$ cat src/rtl/helios_monitor_pkg.sv
`default_nettype none
// ============================================================================
// Module      : helios_monitor_pkg
// Description : Shared constants, header/summary field layout and FSM state
//               types for the multi-leaf frame monitor.
// Revision    : 1.0 - initial release
// ============================================================================
package helios_monitor_pkg;

  localparam logic [31:0] TERMINATOR = 32'hFFFF_FFFF;

  // Leaf header layout; SUM1 reuses the same placement for the maxima.
  localparam int HDR_CYCLES_LSB   = 0;
  localparam int HDR_CYCLES_WIDTH = 16;
  localparam int HDR_ITERS_LSB    = 16;
  localparam int HDR_ITERS_WIDTH  = 8;

  // SUM0 flag positions
  localparam int SUM_TIMEOUT_BIT  = 31;
  localparam int SUM_MISMATCH_BIT = 30;
  localparam int SUM_EMPTY_BIT    = 29;
  localparam int ROUND_ID_WIDTH   = 16;

  typedef enum logic [1:0] {CH_IDLE, CH_HEADER, CH_BODY, CH_DONE} ch_state_t;
  typedef enum logic [1:0] {MON_IDLE, MON_COLLECT, MON_SUM0, MON_SUM1} mon_state_t;

  function automatic logic [31:0] pack_sum0(input logic timeout, input logic mismatch,
                                            input logic empty,
                                            input logic [ROUND_ID_WIDTH-1:0] round_id);
    logic [31:0] w;
    w                          = '0;
    w[SUM_TIMEOUT_BIT]         = timeout;
    w[SUM_MISMATCH_BIT]        = mismatch;
    w[SUM_EMPTY_BIT]           = empty;
    w[ROUND_ID_WIDTH-1:0]      = round_id;
    return w;
  endfunction

  function automatic logic [31:0] pack_sum1(input logic [HDR_ITERS_WIDTH-1:0] iters,
                                            input logic [HDR_CYCLES_WIDTH-1:0] cycles);
    logic [31:0] w;
    w                                    = '0;
    w[HDR_ITERS_LSB +: HDR_ITERS_WIDTH]   = iters;
    w[HDR_CYCLES_LSB +: HDR_CYCLES_WIDTH] = cycles;
    return w;
  endfunction

endpackage
`default_nettype wire

$ cat src/rtl/frame_parser_channel.sv
`default_nettype none
// ============================================================================
// Module      : frame_parser_channel
// Description : Parses one leaf frame (header, body words, terminator) per
//               round. Exposes the captured header for cross-leaf checking.
// Revision    : 1.0 - initial release
// Ports       : clk, reset     - clock, synchronous active-high reset
//               arm            - start waiting for a header (from IDLE only)
//               flush          - force IDLE, drop any partial frame
//               data/valid     - incoming leaf word
//               ready          - word accept (HEADER or BODY)
//               done           - frame complete, waiting for release
//               hdr_strobe     - header captured this cycle
//               hdr_cycles/its - fields of the header being captured
//               empty_err      - frame consisted of a terminator only
//               wc             - saturating body word count
// ============================================================================
module frame_parser_channel
  import helios_monitor_pkg::*;
#(
  parameter int WC_WIDTH = 16
) (
  input  logic                       clk,
  input  logic                       reset,
  input  logic                       arm,
  input  logic                       flush,
  input  logic [31:0]                data,
  input  logic                       valid,
  output logic                       ready,
  output logic                       done,
  output logic                       hdr_strobe,
  output logic [HDR_CYCLES_WIDTH-1:0] hdr_cycles,
  output logic [HDR_ITERS_WIDTH-1:0]  hdr_iters,
  output logic                       empty_err,
  output logic [WC_WIDTH-1:0]        wc
);

  ch_state_t           state_q, state_d;
  logic                empty_q, empty_d;
  logic [WC_WIDTH-1:0] wc_q, wc_d;
  logic                fire;
  logic                is_term;

  // ready is a pure decode of the state register, so it never depends on
  // the same-cycle valid or data.
  assign ready      = (state_q == CH_HEADER) || (state_q == CH_BODY);
  assign done       = (state_q == CH_DONE);
  assign fire       = valid & ready;
  assign is_term    = (data == TERMINATOR);
  assign hdr_cycles = data[HDR_CYCLES_LSB +: HDR_CYCLES_WIDTH];
  assign hdr_iters  = data[HDR_ITERS_LSB +: HDR_ITERS_WIDTH];
  assign empty_err  = empty_q;
  assign wc         = wc_q;

  always_comb begin
    state_d    = state_q;
    empty_d    = empty_q;
    wc_d       = wc_q;
    hdr_strobe = 1'b0;
    if (flush) begin
      state_d = CH_IDLE;
    end else begin
      case (state_q)
        CH_IDLE: begin
          if (arm) begin
            state_d = CH_HEADER;
            empty_d = 1'b0;
            wc_d    = '0;
          end
        end
        CH_HEADER: begin
          if (fire) begin
            if (is_term) begin
              empty_d = 1'b1;
              state_d = CH_DONE;
            end else begin
              hdr_strobe = 1'b1;
              state_d    = CH_BODY;
            end
          end
        end
        CH_BODY: begin
          if (fire) begin
            if (is_term) begin
              state_d = CH_DONE;
            end else if (wc_q != {WC_WIDTH{1'b1}}) begin
              wc_d = wc_q + {{(WC_WIDTH-1){1'b0}}, 1'b1};
            end
          end
        end
        default: ;  // CH_DONE: held until the round releases it via flush
      endcase
    end
  end

  always_ff @(posedge clk) begin
    if (reset) begin
      state_q <= CH_IDLE;
      empty_q <= 1'b0;
      wc_q    <= '0;
    end else begin
      state_q <= state_d;
      empty_q <= empty_d;
      wc_q    <= wc_d;
    end
  end

endmodule
`default_nettype wire

$ cat src/rtl/multi_leaf_frame_monitor.sv
`default_nettype none
// ============================================================================
// Module      : multi_leaf_frame_monitor
// Description : Collects one frame per leaf channel per round, checks header
//               consistency, runs a round watchdog and emits a two-word
//               summary (flags + round id, then header maxima).
// Revision    : 1.0 - initial release
// Ports       : clk, reset          - clock, synchronous active-high reset
//               round_start         - arm all channels (honoured in IDLE only)
//               ch_data/valid/ready - per-leaf word streams, ch c at [32c +: 32]
//               summary_data/valid/ready - summary word stream
//               busy                - round in progress
//               timeout_mask        - channels unfinished at the last timeout
//               frames_total        - completed frames since reset
// ============================================================================
module multi_leaf_frame_monitor
  import helios_monitor_pkg::*;
#(
  parameter int NUM_CHANNELS    = 2,
  parameter int TIMEOUT_CYCLES  = 100000,
  parameter int TO_WIDTH        = 32,
  parameter int WC_WIDTH        = 16,
  parameter int FRAME_CNT_WIDTH = 32
) (
  input  logic                       clk,
  input  logic                       reset,
  input  logic                       round_start,
  input  logic [32*NUM_CHANNELS-1:0] ch_data,
  input  logic [NUM_CHANNELS-1:0]    ch_valid,
  output logic [NUM_CHANNELS-1:0]    ch_ready,
  output logic [31:0]                summary_data,
  output logic                       summary_valid,
  input  logic                       summary_ready,
  output logic                       busy,
  output logic [NUM_CHANNELS-1:0]    timeout_mask,
  output logic [FRAME_CNT_WIDTH-1:0] frames_total
);

  localparam logic [TO_WIDTH-1:0] TO_LAST = TO_WIDTH'(TIMEOUT_CYCLES - 1);

  mon_state_t                  state_q, state_d;
  logic [TO_WIDTH-1:0]         wd_q, wd_d;
  logic [ROUND_ID_WIDTH-1:0]   round_id_q, round_id_d;
  logic                        ref_valid_q, ref_valid_d;
  logic [HDR_CYCLES_WIDTH-1:0] ref_cycles_q, ref_cycles_d;
  logic [HDR_CYCLES_WIDTH-1:0] max_cycles_q, max_cycles_d;
  logic [HDR_ITERS_WIDTH-1:0]  max_iters_q, max_iters_d;
  logic                        mismatch_q, mismatch_d;
  logic [NUM_CHANNELS-1:0]     timeout_mask_q, timeout_mask_d;
  logic [FRAME_CNT_WIDTH-1:0]  frames_q, frames_d;
  logic [31:0]                 sum_data_q, sum_data_d;
  logic                        sum_valid_q, sum_valid_d;

  logic                        arm;
  logic [NUM_CHANNELS-1:0]     flush;
  logic [NUM_CHANNELS-1:0]     done_vec, empty_vec, hdr_strobe, enter_done;
  logic [HDR_CYCLES_WIDTH-1:0] hdr_cycles [NUM_CHANNELS];
  logic [HDR_ITERS_WIDTH-1:0]  hdr_iters  [NUM_CHANNELS];
  // Per-channel body word counts; kept for debug visibility only.
  logic [WC_WIDTH-1:0]         wc_unused  [NUM_CHANNELS];
  logic                        all_done;
  logic                        timeout_hit;

  genvar c;
  generate
    for (c = 0; c < NUM_CHANNELS; c++) begin : g_ch
      frame_parser_channel #(.WC_WIDTH(WC_WIDTH)) u_parser (
        .clk        (clk),
        .reset      (reset),
        .arm        (arm),
        .flush      (flush[c]),
        .data       (ch_data[32*c +: 32]),
        .valid      (ch_valid[c]),
        .ready      (ch_ready[c]),
        .done       (done_vec[c]),
        .hdr_strobe (hdr_strobe[c]),
        .hdr_cycles (hdr_cycles[c]),
        .hdr_iters  (hdr_iters[c]),
        .empty_err  (empty_vec[c]),
        .wc         (wc_unused[c])
      );
      // A terminator accepted in HEADER or BODY moves the channel to DONE,
      // unless the same cycle's timeout flush discards it.
      assign enter_done[c] = ch_valid[c] & ch_ready[c] & ~flush[c] &
                             (ch_data[32*c +: 32] == TERMINATOR);
    end
  endgenerate

  assign all_done    = &done_vec;
  // all-DONE has priority: no timeout once every channel is finished.
  assign timeout_hit = (TIMEOUT_CYCLES != 0) && (wd_q == TO_LAST) && !all_done;

  always_comb begin
    state_d        = state_q;
    wd_d           = wd_q;
    round_id_d     = round_id_q;
    ref_valid_d    = ref_valid_q;
    ref_cycles_d   = ref_cycles_q;
    max_cycles_d   = max_cycles_q;
    max_iters_d    = max_iters_q;
    mismatch_d     = mismatch_q;
    timeout_mask_d = timeout_mask_q;
    frames_d       = frames_q;
    sum_data_d     = sum_data_q;
    sum_valid_d    = sum_valid_q;
    arm            = 1'b0;
    flush          = '0;

    // Walk channels in index order so the lowest simultaneous header becomes
    // the reference and later ones in the same cycle compare against it.
    for (int i = 0; i < NUM_CHANNELS; i++) begin
      if (hdr_strobe[i]) begin
        if (!ref_valid_d) begin
          ref_valid_d  = 1'b1;
          ref_cycles_d = hdr_cycles[i];
        end else if (hdr_cycles[i] != ref_cycles_d) begin
          mismatch_d = 1'b1;
        end
        if (hdr_cycles[i] > max_cycles_d) max_cycles_d = hdr_cycles[i];
        if (hdr_iters[i]  > max_iters_d)  max_iters_d  = hdr_iters[i];
      end
      frames_d = frames_d + FRAME_CNT_WIDTH'(enter_done[i]);
    end

    case (state_q)
      MON_IDLE: begin
        if (round_start) begin
          state_d        = MON_COLLECT;
          arm            = 1'b1;
          wd_d           = '0;
          ref_valid_d    = 1'b0;
          mismatch_d     = 1'b0;
          max_cycles_d   = '0;
          max_iters_d    = '0;
          timeout_mask_d = '0;
        end
      end
      MON_COLLECT: begin
        wd_d = wd_q + TO_WIDTH'(1);
        if (all_done) begin
          state_d     = MON_SUM0;
          sum_valid_d = 1'b1;
          sum_data_d  = pack_sum0(1'b0, mismatch_d, |empty_vec, round_id_q);
        end else if (timeout_hit) begin
          state_d        = MON_SUM0;
          timeout_mask_d = ~done_vec;
          flush          = ~done_vec;
          sum_valid_d    = 1'b1;
          sum_data_d     = pack_sum0(1'b1, mismatch_d, |empty_vec, round_id_q);
        end
      end
      MON_SUM0: begin
        if (summary_ready) begin
          state_d    = MON_SUM1;
          sum_data_d = pack_sum1(max_iters_q, max_cycles_q);
        end
      end
      default: begin  // MON_SUM1
        if (summary_ready) begin
          state_d     = MON_IDLE;
          sum_valid_d = 1'b0;
          sum_data_d  = '0;
          round_id_d  = round_id_q + ROUND_ID_WIDTH'(1);
          flush       = '1;  // release DONE channels for the next round
        end
      end
    endcase
  end

  always_ff @(posedge clk) begin
    if (reset) begin
      state_q        <= MON_IDLE;
      wd_q           <= '0;
      round_id_q     <= '0;
      ref_valid_q    <= 1'b0;
      ref_cycles_q   <= '0;
      max_cycles_q   <= '0;
      max_iters_q    <= '0;
      mismatch_q     <= 1'b0;
      timeout_mask_q <= '0;
      frames_q       <= '0;
      sum_data_q     <= '0;
      sum_valid_q    <= 1'b0;
    end else begin
      state_q        <= state_d;
      wd_q           <= wd_d;
      round_id_q     <= round_id_d;
      ref_valid_q    <= ref_valid_d;
      ref_cycles_q   <= ref_cycles_d;
      max_cycles_q   <= max_cycles_d;
      max_iters_q    <= max_iters_d;
      mismatch_q     <= mismatch_d;
      timeout_mask_q <= timeout_mask_d;
      frames_q       <= frames_d;
      sum_data_q     <= sum_data_d;
      sum_valid_q    <= sum_valid_d;
    end
  end

  assign summary_data  = sum_data_q;
  assign summary_valid = sum_valid_q;
  assign busy          = (state_q != MON_IDLE);
  assign timeout_mask  = timeout_mask_q;
  assign frames_total  = frames_q;

endmodule
`default_nettype wire
$ cat config.mk
export PLATFORM = sky130hd
export DESIGN_NAME = multi_leaf_frame_monitor
export DESIGN_NICKNAME = d
export VERILOG_FILES = /design/src/rtl/helios_monitor_pkg.sv /design/src/rtl/frame_parser_channel.sv /design/src/rtl/multi_leaf_frame_monitor.sv
export SDC_FILE = /design/constraint.sdc
export NUM_CORES = 1
export LEC_CHECK = 0
export CAP_MARGIN = 20
export CORE_UTILIZATION = 59
export DETAILED_ROUTE_END_ITERATION = 16
export MAX_ROUTING_LAYER = met4
export PLACE_DENSITY_LB_ADDON = 0.05
export SKIP_CTS_REPAIR_TIMING = 1
export SYNTH_ARGS = -nofsm -noshare
export SYNTH_HDL_FRONTEND = slang
export SYNTH_SLANG_ARGS = --single-unit
$ cat constraint.sdc
create_clock -name clk -period 6 [get_ports clk]
set_input_delay 0.9 -clock clk [delete_from_list [all_inputs] [get_ports clk]]
set_output_delay 0.9 -clock clk [all_outputs]
set_load 0.1 [all_outputs]
==> results of run 1 <==
## cell families (layout without fill, tap and decap cells)
group                      after synthesis  in the layout  synth area share, %
and+or+nand+nor                        438            438                 23.6
muxes                                   43             43                 4.61
other                                    1              5               0.0399
DFF                                    160            160                 34.1
buffers and inverters                  103            223                 5.29
xor gates and xnor gates               101            101                 9.41
AOI/OAI and AO/OA                      173            173                 14.3
adders and majority gates               65             65                 8.74
## cells in the final DEF (no fill, tap or decap), types with 6 or more instances in the layout
master and count:
clkbuf_16 17, and2_1 6, and3_1 20, nor2_1 148, clkdlybuf4s50_1 133, nor2b_1 10, a211oi_2 31, o21ai_0 25
a211oi_1 11, a21o_1 8, o22ai_1 6, nor2_2 9, nand3_1 35, a221oi_1 17, nand2_1 76, nand2b_1 8
nor3_1 25, or3_1 16, xnor2_1 21, and4_1 7, ha_1 64, dfxtp_1 160, nand4_1 41, inv_1 50
xor2_1 80, buf_4 7, nor4_1 18, a21oi_1 46, mux2i_1 41
## metrics by stage
stage               hold WS (ns)  util, %  instance area, um2
finish                     0.455     73.9               11400
global route               0.477     73.9               11400
CTS                        0.454     73.8               11300
detailed placement         0.445     70.0               10800
global placement           0.439     70.0               10800
floorplan                  0.449        -                9410
## final timing paths
path,start,end,slack (ns),cells after the start
max reg2reg,state_q[1],max_cycles_q[3],1.26,16
min,summary_data[29],summary_data[29],0.45,2
min reg2reg,summary_data[29],summary_data[29],0.45,2
max,ch_data[1],max_cycles_q[3],1.08,17
## cell usage after synthesis (3+ instances only)
cell type | count | area share [%]
nor2b_1 | 10 | 0.67
o2111ai_1 | 3 | 0.28
a221oi_1 | 17 | 1.6
a211oi_2 | 31 | 4.1
nand2b_1 | 8 | 0.53
nor3_1 | 25 | 1.3
inv_1 | 50 | 2.0
a21oi_1 | 46 | 2.5
and2_1 | 6 | 0.40
and3_1 | 20 | 1.3
and4_1 | 7 | 0.65
o31ai_1 | 5 | 0.40
or3_1 | 16 | 1.1
xnor2_1 | 21 | 2.0
mux2i_1 | 41 | 4.4
ha_1 | 64 | 8.5
nor2_1 | 148 | 5.9
nand2_1 | 76 | 3.0
nand3_1 | 35 | 1.9
o21ai_0 | 25 | 1.3
buf_6 | 5 | 0.60
a211oi_1 | 11 | 0.88
xor2_1 | 80 | 7.5
nor2_2 | 9 | 0.60
o22ai_1 | 6 | 0.40
dfxtp_1 | 160 | 34
clkbuf_1 | 28 | 1.1
nand4_1 | 41 | 2.7
nor4_1 | 18 | 1.2
buf_2 | 6 | 0.32
a21o_1 | 8 | 0.64
nor4b_1 | 4 | 0.37
buf_4 | 10 | 0.80
o21a_1 | 4 | 0.32
## report_power, final
group | internal, mW | total [mW] | switching [mW]
logic | 0.523 | 1.65 | 1.12
clock network | 0.559 | 1.06 | 0.506
registers | 1.18 | 1.28 | 0.101
total | 2.26 | 3.99 | 1.73
## registers in the layout, summed over array words and instances, names as in the netlist, 4 cells and up
name	flops
frames_total	32
wd_q	32
g_ch.u_parser.state_q	4
max_iters_q	8
round_id_q	16
max_cycles_q	16
ref_cycles_q	16
summary_data	27
## routing by layer
metal  vias up  share of wire (%)  global-route usage [%]
met4         0                1.8                    8.17
met3        30                4.0                    5.22
met2       183                 48                    46.4
met1      3815                 47                    36.6
li1       4058                  -                       -
met5         -                  0                       -
## final cells by class
type,count,area [um2],area share [%]
multi-input cells,825,5720,50.3
repair buffers,141,1400,12.3
clock inverters,15,164,1.44
inverters,50,188,1.65
clock buffers,17,425,3.75
flip-flops and latches,160,3200,28.2
well taps,211,264,2.33
## worst reg2reg max path, cell delays in order, from the launching register on
cell	delay [ns]
dfxtp_1	0.37
inv_1	0.10
ha_1	0.38
nand2b_1	0.19
or4_1	0.64
and4_1	0.31
o31ai_1	0.12
a21oi_2	0.07
buf_4	0.21
mux2i_1	0.26
ha_1	0.30
nand4_1	0.09
nor2_1	0.06
a2111oi_0	0.62
a311o_4	0.64
nor2_1	0.11
a211oi_2	0.21
==> results by group, run 1 <==
Cells and area
  • Ant. Diodes: 0
  • Nets@finish: 1330
  • Area grow syn2layout: 20.8%
  • Fin cells: 1419
  • Share of layout cells above drive strength 1: 7.78%
  • Layout fillers: 1242

Place
  • GP Congestion: 0.902
  • DP HPWL: 16800 um
  • Buffers on Ports: 134
  • Placed cell count: 1386
  • Pre-CTS setup slack: 0.703 ns

Yosys
  • Syn Std Cell Area: 9400 um2
  • Number of synthesized register bits: 160
  • Post-Syn Instances: 1084
  • YS warnings: 0
  • Post-synthesis async set-or-reset flop share: 0%
  • Distinct cells, synth: 68
  • Main synth FF type: dfxtp_1
  • Sequential area share after synthesis: 34.1%
  • Mapped Avg Cell Area: 8.67 um2
  • EDFF count, synth: 0

Run
  • Max cap viols: 0

Global routing
  • First-pass GRT wire length: 36500 um
  • Grt ovf: 0
  • Number of global-route vias before repair: 7470
  • Initial antenna violation count: 0
  • GRT Overall Usage: 28.7%
  • Largest net degree at the start of global routing: 57

Clock network
  • # clock sinks: 160
  • Root Buffer: clkbuf_16
  • CTS Buf Count: 17
  • Worst-skew pair later-pin latency: 0.43 ns
  • CTS tree: done
  • Clock Path Buffers: 2
  • Max H-tree Level: 4
  • Clock slew at reported path FFs: 0.07 ns

Timing
  • Final worst slack: 1.08 ns
  • Skew final: 0.00787 ns
  • Period utilization: 82.0%
  • RSZ-0062 raised after global routing: false
  • Slew @ Worst Pin: 1.13 ns
  • Pins Over Slew Limit: 0
  • Setup violators final: 0
  • Worst slew margin: 24.6%
  • Peak Freq: 203 MHz
  • Crit path time final: 4.92 ns
  • Setup_tns: 0 ns
  • Final hold viol count: 0

Floorplan
  • FP Rows: 45
  • Die area: 16400 um2
  • Floorplan core area: 15400 um2
  • Die height: 128 um
  • Die extent in x: 128 um
  • Num ports: 140
  • Starting density of the core: 61.1%

Routing
  • Final wirelength: 22700 um
  • DRC: 0
  • Routed length per instance: 16.0 um
  • Vias: 8086
  • Initial DRC Count: 507
  • Pre-Repair DR Iteration Count: 6
  • Final ANT Viol Nets: 0
  • Vias/cell: 5.70

Setup path
  • Slowest CP cell: a311o_4
  • Setup crit end kind: flip-flop
  • Critical path fanouts, max: 30
  • CP Buf/Inv Count: 2
  • Crit path DAT: 5.27 ns
  • Delay of the slowest critical-path stage: 0.64 ns
  • Critical Path, Cell by Cell: clkdlybuf4s50_1 -> ha_1 -> nor2b_1 -> o21a_1 -> o21ai_0 -> a21oi_1 -> o31ai_1 -> a21oi_2 -> buf_4 -> mux2i_1 -> ha_1 -> nand4_1 -> nor2_1 -> a2111oi_0 -> a311o_4 -> nor2_1 -> a211oi_2
  • CP required: 6.35 ns
  • Crit path max-delay family: compound AO/OA/AOI/OAI gates
  • CP Launch Type: input port
  • Crit path kind: input port to flip-flop

Power and ir drop
  • Leak Pwr: 4.29 nW
  • Peak VDD IR: 0.000284 V
  • Final Power: 3.99 mW
  • PwrDens: 351 nW/um2

Run status
  • Status: completed

Hold path
  • Hold Crit Class: flip-flop to flip-flop
Note: power is estimated with default switching activity, not from simulation.
==> run 2, diff against run 1 <==
--- a/config.mk
+++ b/config.mk
@@ -6,7 +6,7 @@
 export NUM_CORES = 1
 export LEC_CHECK = 0
 export CAP_MARGIN = 20
-export CORE_UTILIZATION = 59
+export CORE_UTILIZATION = 55
 export DETAILED_ROUTE_END_ITERATION = 16
 export MAX_ROUTING_LAYER = met4
 export PLACE_DENSITY_LB_ADDON = 0.05
==> constraint.sdc (replaced) <==
create_clock -name clk -period 4.9 [get_ports clk]
set_input_delay 0.735 -clock clk [delete_from_list [all_inputs] [get_ports clk]]
set_output_delay 0.735 -clock clk [all_outputs]
set_load 0.1 [all_outputs]
==> run 2 against run 1 <==
Compared with the run above:
- global-route usage decreased by 0.99 points
- worst hold slack barely moved
- clock skew up 0.0058 ns
- total power grew 27%
- register-to-register slack worse by 0.77 ns
- first-iteration DRC count fell by 19%
==> results by group, run 2 (synthesized netlist as in run 1, its figures left out) <==
Setup path
  • Slowest CP cell: clkdlybuf4s50_1 (was a311o_4)
  • CP required: 5.24 ns (was 6.35 ns)
  • Crit path kind: input port to flip-flop (unchanged)
  • Worst reg2reg endpoint: max_cycles_q[13] (was max_cycles_q[3])
  • CP Launch Type: input port (unchanged)
  • Reg2reg start: wd_q[0] (was state_q[1])
  • Setup crit end kind: flip-flop (unchanged)
  • Critical path fanouts, max: 30 (unchanged)
  • Worst R2R Setup Slack: 0.49 ns (was 1.26 ns)
  • Critical Path, Cell by Cell: clkdlybuf4s50_1 -> ha_1 -> nor2b_1 -> o21a_1 -> o21ai_0 -> a21oi_1 -> o31ai_1 -> a21oi_2 -> buf_12 -> mux2i_1 -> ha_1 -> a21o_1 -> a21o_1 -> a21oi_1 -> nor2b_1 -> o21ai_0 -> a311o_4 -> buf_12 -> nor2_1 -> a211oi_2 (was clkdlybuf4s50_1 -> ha_1 -> nor2b_1 -> o21a_1 -> o21ai_0 -> a21oi_1 -> o31ai_1 -> a21oi_2 -> buf_4 -> mux2i_1 -> ha_1 -> nand4_1 -> nor2_1 -> a2111oi_0 -> a311o_4 -> nor2_1 -> a211oi_2)
  • Delay of the slowest critical-path stage: 0.51 ns (was 0.64 ns)
  • Crit path DAT: 4.77 ns (was 5.27 ns)
  • Worst Reg-to-Reg Cells: 19 (was 16)

Cells and area
  • Most frequent cells in the layout: 160 x dfxtp_1, 148 x nor2_1, 133 x clkdlybuf4s50_1 (unchanged)
  • Fin cells: 1464 (was 1419)
  • Commonest non-fill, non-tap cell in the layout: dfxtp_1 (unchanged)
  • Area grow syn2layout: 24.7% (was 20.8%)
  • Ant. Diodes: 0 (unchanged)
  • Layout fillers: 1384 (was 1242)
  • Share of layout cells above drive strength 1: 10.5% (was 7.78%)
  • Nets@finish: 1366 (was 1330)
  • Fin area: 11700 um2 (was 11400 um2)

Floorplan
  • Starting density of the core: 56.5% (was 61.1%)
  • Die height: 133 um (was 128 um)
  • Num ports: 140 (unchanged)
  • FP Rows: 47 (was 45)
  • Die extent in x: 133 um (was 128 um)
  • Die area: 17600 um2 (was 16400 um2)
  • Floorplan core area: 16600 um2 (was 15400 um2)

Clock network
  • CTS tree: done (unchanged)
  • Clock Path Buffers: 2 (unchanged)
  • Root Buffer: clkbuf_16 (unchanged)
  • CTS Buf Count: 17 (unchanged)
  • # clock sinks: 160 (unchanged)
  • Max H-tree Level: 4 (unchanged)
  • Worst-skew pair later-pin latency: 0.43 ns (about the same)
  • Clock slew at reported path FFs: 0.06 ns (was 0.07 ns)

Place
  • DP HPWL: 17700 um (was 16800 um)
  • DP Area: 11100 um2 (was 10800 um2)
  • Buffers on Ports: 134 (unchanged)
  • Pre-CTS setup slack: 0.0374 ns (was 0.703 ns)
  • Placed cell count: 1431 (was 1386)
  • GP Congestion: 0.909 (was 0.902)

Timing
  • Skew final: 0.0137 ns (was 0.00787 ns)
  • Slew @ Worst Pin: 1.02 ns (was 1.13 ns)
  • Final hold viol count: 0 (unchanged)
  • Crit path time final: 4.43 ns
  • Final worst slack: 0.467 ns (was 1.08 ns)
  • Setup_tns: 0 ns (unchanged)
  • Peak Freq: 226 MHz
  • Period utilization: 90.5%
  • Setup violators final: 0 (unchanged)
  • Worst slew margin: 31.6% (was 24.6%)
  • RSZ-0062 raised after global routing: false (unchanged)
  • Pins Over Slew Limit: 0 (unchanged)

Hold path
  • Hold Crit Start: summary_data[29] (unchanged)
  • Hold Crit Class: flip-flop to flip-flop (unchanged)
  • Hold path depth: 2 (unchanged)
  • Hold EP: summary_data[29] (unchanged)

Routing
  • Routed length per instance: 16.1 um (was 16.0 um)
  • Initial DRC Count: 413 (was 507)
  • Final wirelength: 23600 um (was 22700 um)
  • Pre-Repair DR Iteration Count: 7 (was 6)
  • Vias: 8294 (was 8086)
  • DRC: 0 (unchanged)
  • Vias/cell: 5.67 (was 5.70)
  • Final ANT Viol Nets: 0 (unchanged)

Power and ir drop
  • Peak VDD IR: 0.000388 V (was 0.000284 V)
  • PwrDens: 432 nW/um2 (was 351 nW/um2)
  • Leak Pwr: 4.51 nW (was 4.29 nW)
  • Final Power: 5.06 mW (was 3.99 mW)

Global routing
  • First-pass GRT wire length: 37900 um (was 36500 um)
  • GRT Overall Usage: 27.7% (was 28.7%)
  • Largest net degree at the start of global routing: 73 (was 57)
  • Initial antenna violation count: 0 (unchanged)
  • Grt ovf: 0 (unchanged)
  • Number of global-route vias before repair: 7728 (was 7470)

Run status
  • Status: completed (unchanged)

Run
  • Max cap viols: 0 (unchanged)
## run 2: worst max-delay path by stage
stage	from	to	slack (ns)	depth (start not counted)
detailed placement	ch_data[1]	max_cycles_q[2]	0.04	20
floorplan	summary_ready	max_cycles_q[11]	0.85	16
finish	ch_data[1]	max_cycles_q[13]	0.47	20
global placement	ch_data[2]	max_cycles_q[11]	0.18	19
global route	ch_data[14]	max_cycles_q[7]	0.11	20
CTS	ch_data[1]	max_cycles_q[2]	0.48	20
## run 2: metrics by stage
stage	hold slack [ns]	utilization (%)
after floorplan	0.449	-
after global placement	0.439	66.4
after detailed placement	0.447	66.5
after CTS	0.456	70.3
after global routing	0.473	70.4
final	0.455	70.4
## run 2: per-layer routing
layer / share of wire [%] / vias up / track usage, % / wire length [um]
li1: - / 4140 / - / -
met1: 46 / 3922 / 34.6 / 10900
met2: 47 / 192 / 45.2 / 11100
met3: 4.4 / 40 / 4.60 / 1040
met4: 2.3 / 0 / 9.58 / 543
met5: 0 / - / - / 0
## run 2: area by class of cell
| cell class | instances | area, um2 | share of cell area (%) |
|---|---|---|---|
| clock buffer | 19 | 453 | 3.87 |
| tap | 220 | 275 | 2.35 |
| multi-input combinational | 825 | 5720 | 48.8 |
| sequential | 160 | 3200 | 27.3 |
| timing repair buffer | 177 | 1700 | 14.5 |
| inverter | 50 | 188 | 1.60 |
| clock inverter | 13 | 181 | 1.55 |
## run 2: power breakdown
group | total [mW] | switching (mW) | leakage (nW) | internal, mW
registers | 1.56 | 0.120 | 1.29 | 1.44
logic | 2.06 | 1.38 | 2.90 | 0.682
clock network | 1.43 | 0.552 | 0.310 | 0.881
total | 5.06 | 2.05 | 4.51 | 3.01
## run 2: critical path, delay by kind of cell
family	cells	cell delay, ns
AO/OA/AOI/OAI	11	2.03
adder cells (fa/ha/maj)	2	0.64
multiplexers	1	0.23
buffers and inverters	3	0.88
AND/OR/NAND/NOR	3	0.25
